[src/rtl/mdu_seq_pkg.sv]
// Shared definitions for the sequential multiply/divide unit.
package mdu_seq_pkg;

  typedef enum logic [1:0] {
    MDU_MULT  = 2'b00,
    MDU_MULTU = 2'b01,
    MDU_DIV   = 2'b10,
    MDU_DIVU  = 2'b11
  } mdu_op_e;

  typedef enum logic [1:0] {
    S_IDLE,
    S_PREP,
    S_CALC,
    S_FIX
  } mdu_state_e;

  localparam logic [31:0] DIV_ZERO_LO = 32'hFFFF_FFFF;

  // Magnitude of an operand whose sign flag was already qualified by signedness.
  function automatic logic [31:0] mag32(input logic [31:0] v, input logic neg);
    return neg ? (~v + 32'd1) : v;
  endfunction

endpackage

[src/rtl/mdu_seq_if.sv]
// Pipeline-facing request/result bundle of the multiply/divide unit.
interface mdu_seq_if;
  logic        start;
  logic [1:0]  op;
  logic [31:0] rs_data;
  logic [31:0] rt_data;
  logic        mthi;
  logic        mtlo;
  logic [31:0] wdata;
  logic        busy;
  logic        done;
  logic        div_zero;
  logic [31:0] hi;
  logic [31:0] lo;

  modport master (
    output start, op, rs_data, rt_data, mthi, mtlo, wdata,
    input  busy, done, div_zero, hi, lo
  );

  modport slave (
    input  start, op, rs_data, rt_data, mthi, mtlo, wdata,
    output busy, done, div_zero, hi, lo
  );
endinterface

[src/rtl/mdu_seq_csa32.sv]
// 32-bit carry-select adder: low half ripples, high half precomputed for both carries.
module csa32 (
  input  logic [31:0] din1,
  input  logic [31:0] din2,
  input  logic        carry_in,
  output logic [31:0] dout,
  output logic        carry_out,
  output logic        overflow
);

  logic [16:0] lo_sum;
  logic [16:0] hi_sum0;
  logic [16:0] hi_sum1;
  logic [16:0] hi_sel;

  assign lo_sum  = {1'b0, din1[15:0]} + {1'b0, din2[15:0]} + {16'd0, carry_in};
  assign hi_sum0 = {1'b0, din1[31:16]} + {1'b0, din2[31:16]};
  assign hi_sum1 = {1'b0, din1[31:16]} + {1'b0, din2[31:16]} + 17'd1;
  assign hi_sel  = lo_sum[16] ? hi_sum1 : hi_sum0;

  assign dout      = {hi_sel[15:0], lo_sum[15:0]};
  assign carry_out = hi_sel[16];
  assign overflow  = (din1[31] == din2[31]) && (dout[31] != din1[31]);

endmodule

[src/rtl/mdu_seq.sv]
// Sequential MULT/MULTU/DIV/DIVU unit: 32 shift-add / restoring-divide steps through one shared adder.
module mdu_seq
  import mdu_seq_pkg::*;
(
  input logic       clk,
  input logic       rst_n,
  mdu_seq_if.slave  bus
);

  mdu_state_e  state_q, state_d;
  mdu_op_e     op_q, op_d;
  logic [31:0] a_q, a_d, b_q, b_d;
  logic [31:0] acc_hi_q, acc_hi_d, acc_lo_q, acc_lo_d;
  logic [31:0] hi_q, hi_d, lo_q, lo_d;
  logic        sgn_a_q, sgn_a_d, sgn_b_q, sgn_b_d;
  logic        neg_pq_q, neg_pq_d, neg_r_q, neg_r_d;
  logic        dz_q, dz_d, done_q, done_d;
  logic [4:0]  cnt_q, cnt_d;

  logic        is_div;
  logic        start_signed;
  logic [31:0] r_shift;
  logic [31:0] add_a, add_b, add_sum;
  logic        add_cin, add_cout;
  logic        adder_ovf_unused;
  logic [63:0] prod, prod_fix;
  logic [31:0] q_fix, r_fix;

  assign is_div       = (op_q == MDU_DIV) || (op_q == MDU_DIVU);
  assign start_signed = (bus.op == MDU_MULT) || (bus.op == MDU_DIV);

  // Divide subtracts the divisor from the left-shifted remainder; multiply adds |rs| to P_hi.
  assign r_shift = {acc_hi_q[30:0], acc_lo_q[31]};
  assign add_a   = is_div ? r_shift : acc_hi_q;
  assign add_b   = is_div ? ~b_q : a_q;
  assign add_cin = is_div;

  csa32 u_csa32 (
    .din1      (add_a),
    .din2      (add_b),
    .carry_in  (add_cin),
    .dout      (add_sum),
    .carry_out (add_cout),
    .overflow  (adder_ovf_unused)
  );

  assign prod     = {acc_hi_q, acc_lo_q};
  assign prod_fix = neg_pq_q ? (~prod + 64'd1) : prod;
  assign q_fix    = neg_pq_q ? (~acc_lo_q + 32'd1) : acc_lo_q;
  assign r_fix    = neg_r_q ? (~acc_hi_q + 32'd1) : acc_hi_q;

  always_comb begin
    state_d  = state_q;
    op_d     = op_q;
    a_d      = a_q;
    b_d      = b_q;
    acc_hi_d = acc_hi_q;
    acc_lo_d = acc_lo_q;
    hi_d     = hi_q;
    lo_d     = lo_q;
    sgn_a_d  = sgn_a_q;
    sgn_b_d  = sgn_b_q;
    neg_pq_d = neg_pq_q;
    neg_r_d  = neg_r_q;
    dz_d     = dz_q;
    done_d   = 1'b0;
    cnt_d    = cnt_q;

    unique case (state_q)
      S_IDLE: begin
        if (bus.mthi) hi_d = bus.wdata;
        if (bus.mtlo) lo_d = bus.wdata;
        if (bus.start) begin
          op_d    = mdu_op_e'(bus.op);
          a_d     = bus.rs_data;
          b_d     = bus.rt_data;
          sgn_a_d = start_signed & bus.rs_data[31];
          sgn_b_d = start_signed & bus.rt_data[31];
          dz_d    = 1'b0;
          state_d = S_PREP;
        end
      end
      S_PREP: begin
        neg_pq_d = sgn_a_q ^ sgn_b_q;
        neg_r_d  = sgn_a_q;
        cnt_d    = '0;
        acc_hi_d = '0;
        // Divide-by-zero keeps the raw dividend in a_q so FIX can return it in HI.
        if (is_div && (b_q == '0)) begin
          dz_d    = 1'b1;
          state_d = S_FIX;
        end else begin
          a_d      = mag32(a_q, sgn_a_q);
          b_d      = mag32(b_q, sgn_b_q);
          acc_lo_d = is_div ? mag32(a_q, sgn_a_q) : mag32(b_q, sgn_b_q);
          state_d  = S_CALC;
        end
      end
      S_CALC: begin
        cnt_d = cnt_q + 5'd1;
        if (is_div) begin
          acc_hi_d = (acc_hi_q[31] | add_cout) ? add_sum : r_shift;
          acc_lo_d = {acc_lo_q[30:0], acc_hi_q[31] | add_cout};
        end else if (acc_lo_q[0]) begin
          acc_hi_d = {add_cout, add_sum[31:1]};
          acc_lo_d = {add_sum[0], acc_lo_q[31:1]};
        end else begin
          acc_hi_d = {1'b0, acc_hi_q[31:1]};
          acc_lo_d = {acc_hi_q[0], acc_lo_q[31:1]};
        end
        if (cnt_q == 5'd31) state_d = S_FIX;
      end
      S_FIX: begin
        if (dz_q) begin
          hi_d = a_q;
          lo_d = DIV_ZERO_LO;
        end else if (is_div) begin
          hi_d = r_fix;
          lo_d = q_fix;
        end else begin
          hi_d = prod_fix[63:32];
          lo_d = prod_fix[31:0];
        end
        done_d  = 1'b1;
        state_d = S_IDLE;
      end
      default: state_d = S_IDLE;
    endcase
  end

  always_ff @(posedge clk or negedge rst_n) begin
    if (!rst_n) begin
      state_q  <= S_IDLE;
      op_q     <= MDU_MULT;
      a_q      <= '0;
      b_q      <= '0;
      acc_hi_q <= '0;
      acc_lo_q <= '0;
      hi_q     <= '0;
      lo_q     <= '0;
      sgn_a_q  <= 1'b0;
      sgn_b_q  <= 1'b0;
      neg_pq_q <= 1'b0;
      neg_r_q  <= 1'b0;
      dz_q     <= 1'b0;
      done_q   <= 1'b0;
      cnt_q    <= '0;
    end else begin
      state_q  <= state_d;
      op_q     <= op_d;
      a_q      <= a_d;
      b_q      <= b_d;
      acc_hi_q <= acc_hi_d;
      acc_lo_q <= acc_lo_d;
      hi_q     <= hi_d;
      lo_q     <= lo_d;
      sgn_a_q  <= sgn_a_d;
      sgn_b_q  <= sgn_b_d;
      neg_pq_q <= neg_pq_d;
      neg_r_q  <= neg_r_d;
      dz_q     <= dz_d;
      done_q   <= done_d;
      cnt_q    <= cnt_d;
    end
  end

  assign bus.busy     = (state_q != S_IDLE);
  assign bus.done     = done_q;
  assign bus.div_zero = done_q & dz_q;
  assign bus.hi       = hi_q;
  assign bus.lo       = lo_q;

endmodule

[src/flat_wrapper.sv]
// flat-port wrapper written by rule: the top's interface ports become plain ports
module mdu_seq_flat import mdu_seq_pkg::*;
  (clk, rst_n, bus_start, bus_op, bus_rs_data, bus_rt_data, bus_mthi, bus_mtlo, bus_wdata, bus_busy, bus_done, bus_div_zero, bus_hi, bus_lo);
  mdu_seq_if bus_i ();
  input logic clk;
  input logic rst_n;
  input wire logic [$bits(bus_i.start)-1:0] bus_start;
  input wire logic [$bits(bus_i.op)-1:0] bus_op;
  input wire logic [$bits(bus_i.rs_data)-1:0] bus_rs_data;
  input wire logic [$bits(bus_i.rt_data)-1:0] bus_rt_data;
  input wire logic [$bits(bus_i.mthi)-1:0] bus_mthi;
  input wire logic [$bits(bus_i.mtlo)-1:0] bus_mtlo;
  input wire logic [$bits(bus_i.wdata)-1:0] bus_wdata;
  output wire logic [$bits(bus_i.busy)-1:0] bus_busy;
  output wire logic [$bits(bus_i.done)-1:0] bus_done;
  output wire logic [$bits(bus_i.div_zero)-1:0] bus_div_zero;
  output wire logic [$bits(bus_i.hi)-1:0] bus_hi;
  output wire logic [$bits(bus_i.lo)-1:0] bus_lo;
  assign bus_i.start = bus_start;
  assign bus_i.op = bus_op;
  assign bus_i.rs_data = bus_rs_data;
  assign bus_i.rt_data = bus_rt_data;
  assign bus_i.mthi = bus_mthi;
  assign bus_i.mtlo = bus_mtlo;
  assign bus_i.wdata = bus_wdata;
  assign bus_busy = bus_i.busy;
  assign bus_done = bus_i.done;
  assign bus_div_zero = bus_i.div_zero;
  assign bus_hi = bus_i.hi;
  assign bus_lo = bus_i.lo;
  mdu_seq u_core (.clk(clk), .rst_n(rst_n), .bus(bus_i));
endmodule
[config.mk]
export PLATFORM = sky130hd
export DESIGN_NAME = mdu_seq_flat
export DESIGN_NICKNAME = d
export VERILOG_FILES = /design/src/rtl/mdu_seq_pkg.sv /design/src/rtl/mdu_seq_if.sv /design/src/rtl/mdu_seq_csa32.sv /design/src/rtl/mdu_seq.sv /design/src/flat_wrapper.sv
export SDC_FILE = /design/constraint.sdc
export NUM_CORES = 1
export LEC_CHECK = 0
export BUFFER_PORTS_ARGS = -buffer_cell sky130_fd_sc_hd__buf_2
export CAP_MARGIN = 20
export CORE_MARGIN = 8
export CORE_UTILIZATION = 45
export DETAILED_ROUTE_END_ITERATION = 12
export PLACE_DENSITY = 0.63
export SLEW_MARGIN = 10
export SYNTH_ARGS = -nofsm -noshare
export SYNTH_HDL_FRONTEND = slang
export SYNTH_SLANG_ARGS = --single-unit
[constraint.sdc]
create_clock -name clk -period 14.5 [get_ports clk]
set_clock_uncertainty 0.05 [all_clocks]
set_input_delay 1.45 -clock clk [delete_from_list [all_inputs] [get_ports clk]]
set_output_delay 1.45 -clock clk [all_outputs]
set_load 0.01 [all_outputs]
==> impl_metrics.yaml <==
logic_synthesis:
  yosysTopAreaCellShare_pct: 31.2
  synth_area_leader_cell: "dfrtp_1"
  synth_fp_nets: 2166
  synth_cells: 2018
  synth_seq_area_share_pct: 31.2
  synth_area_leaders: "dfrtp_1, o21ai_0, nand2_1"
  async_flop_share_pct: 100
  ys_types: 77
  ys_ff_latch: 206
  synth_top_flop_cell: "dfrtp_1"
  synth_edf_count: 0
  ys.warnings.count: 0
  syn_area_per_cell_um2: 8.19
  syn_area_um2: 16500
floorplanning:
  die_x_um: 208
  die-area_um2: 43100
  initial_core_util_pct: 45.5
  die_height_um: 208
  pin_count: 170
  rows: 70
  core_um2: 36300
clock_tree:
  clk_pin_slew_ns: 0.06
  cts.sinks: 206
  cts_buffers: 26
  cts_hold_buf: 0
  cts.path.max_buffers: 3
  cts_max_level: 1
  cts-root-buf: "clkbuf_16"
  cts_tree: "done"
  insertion_delay_ns: 0.56
  cts_resized: 0
  postCtsSetupBuffers: 0
outcome:
  outcome: "finished clean"
routing:
  ant_nets: 0
  drc: 0
  via_count: 15800
  wire_per_inst_um: 23.5
  dr_wl_met2_um: 26000
  routed_wl_um: 60300
  viasPerCell: 6.16
  drtIter0Drc: 1595
  dr_wl_met3_um: 5730
  first_pass_iters: 6
  routed.top_layer: "met4"
  m1WireLength_um: 27400
grt:
  overflow: 0
  antenna_found_initial: 0
  grt_max_degree: 88
  grt_pass1_wl_um: 93000
  grt_util_all_layers_pct: 27.1
  first_global_vias: 15100
final_layout:
  fillerInstances: 3554
  num_antenna_cells: 0
  fin_nets: 2231
  regArea_um2: 5160
  area_delta_synth_final_pct: 11.3
  multi_input_area_um2: 10500
  layout-drive-gt1-share_pct: 15.8
timing:
  worstMarginPinSlew_ns: 1.05
  slew_violations: 0
  fin_crit_sh_pct: 41.6
  finalSetupViolCount: 0
  period_needed_ns: 6.04
  fmax_ghz: 0.166
  relSlewSlack_pct: 30.1
  fin_tns_setup_ns: 0
  hold_viol: 0
  rsz0062_at_grt: "false"
hold_path:
  min_from: "u_core.bus.lo[20]"
  hp-class: "reg2reg"
  hold_depth: 2
setup_path:
  critical_path_class: "reg2reg"
  cp.required_ns: 14.87
  endpoint_kind: "register"
  cp_max_fo: 62
  cp-start-kind: "register"
  rr_startpoint: "u_core.op_q[1]"
  crit_start: "u_core.op_q[1]"
  worstPathArrival_ns: 6.41
  r2r_cells: 18
placement:
  numPortBuffers: 169
  dp_hpwl_um: 46200
  place_congestion: 0.955
flow_run:
  drv_cap: 0
-- cells in the mapped netlist, types with 4 or more instances --
cell type	instances
and2_1	16
a211oi_1	10
nor2b_1	12
nand4_1	10
xnor2_1	107
o31ai_1	23
buf_2	5
or4_1	14
mux4_2	24
o21a_1	12
clkbuf_1	131
mux2i_1	101
ha_1	42
o21bai_1	4
a21oi_1	126
mux2_2	40
a21o_1	12
o31a_1	5
xor2_1	56
o221ai_1	24
nor4_1	18
dfrtp_1	206
o41ai_1	13
nand3b_1	5
nor2_1	122
a31oi_1	9
nor3_1	26
o211ai_1	47
or3_1	8
or2_2	8
o22ai_1	39
nand2b_1	23
nand2_1	270
o21ai_0	241
nand3_1	40
buf_1	15
inv_1	84
-- registers in the layout (all words and copies together), names as in the netlist --
signal	flops
u_core.bus.lo	32
u_core.bus.done	1
u_core.neg_pq_q	1
u_core.op_q	1
u_core.a_q	32
u_core.cnt_q	5
u_core.acc_hi_q	32
u_core.dz_q	1
u_core.acc_lo_q	32
u_core.sgn_b_q	1
u_core.neg_r_q	1
u_core.state_q	2
u_core.b_q	32
u_core.bus.hi	32
u_core.sgn_a_q	1
-- cell families after synthesis --
family,after synthesis,share of synthesized area [%]
AOI/OAI and AO/OA,605,22.3
xor gates and xnor gates,163,8.64
and+or+nand+nor,594,16.5
adders and majority gates,45,3.54
DFF,206,31.2
buffers and inverters,240,5.66
muxes,165,12.1
-- stage by stage --
step	util (%)	worst slack (ns)	instances	hold slack (ns)	cell area, um2
finish	50.6	8.46	2567	0.425	18400
global route	50.6	8.06	2567	0.445	18400
CTS	50.5	8.47	2566	0.430	18400
detailed placement	48.3	8.49	2522	0.417	17600
global placement	48.3	8.62	2522	0.407	17600
floorplan	-	9.20	2018	0.421	16500
-- critical path, stage by stage, from the launching register on --
cell and delay (ns):
dfrtp_4 0.76, inv_2 0.19, buf_4 0.53, nand2_1 0.10, o21ai_0 0.13, ha_1 0.22
inv_1 0.06, fa_1 0.41, nand2b_1 0.21, a2111oi_0 0.46, a311o_1 0.25, nand4_1 0.13
nor2_1 0.41, nand4_1 0.24, o31a_1 0.34, nor3_4 0.16, buf_4 0.49, mux2_2 0.40
a221o_1 0.31
-- layout by cell type, fill, tap and decap left out, drive strengths merged, types with 12 or more instances in the layout --
cell and count:
nand2 270, o21ai 243, dfrtp 206, buf 191, a21oi 126, nor2 122, xnor2 107, mux2i 101
inv 84, xor2 56, o211ai 47, ha 42, mux2 40, nand3 40, clkbuf 40, o22ai 39
nor3 27, o31ai 25, o221ai 24, mux4 24, nand2b 23, nor4 18, or4 18, and2 17
o41ai 13, nor2b 12, o21a 12, a21o 12
-- layer usage --
layer | global-route usage, % | up-vias
li1 | - | 7356
met1 | 39.1 | 7663
met2 | 41.1 | 706
met3 | 5.80 | 75
met4 | 5.57 | 0
met5 | 0 | -
-- cell type report --
cell class | instances | share of cell area [%]
clock buffers | 39 | 4.18
clock inverters | 5 | 0.211
inverters | 85 | 1.74
multi-input cells | 1572 | 57.0
flip-flops and latches | 206 | 28.1
well taps | 468 | 3.18
repair buffers | 192 | 5.63
-- final timing paths --
path | to | slack [ns]
worst max-delay path | u_core.acc_hi_q[29] | 8.46
worst min-delay path | u_core.bus.lo[20] | 0.42
worst max register to register | u_core.acc_hi_q[29] | 8.46
worst min register to register | u_core.bus.lo[20] | 0.42
max in group asynchronous | u_core.op_q[1] | 11.23
min in group asynchronous | u_core.bus.lo[12] | 0.87
Power is left out: the tool's default activity adds up to more than one toggle a clock period on the data nets, which glitch-free logic cannot reach.
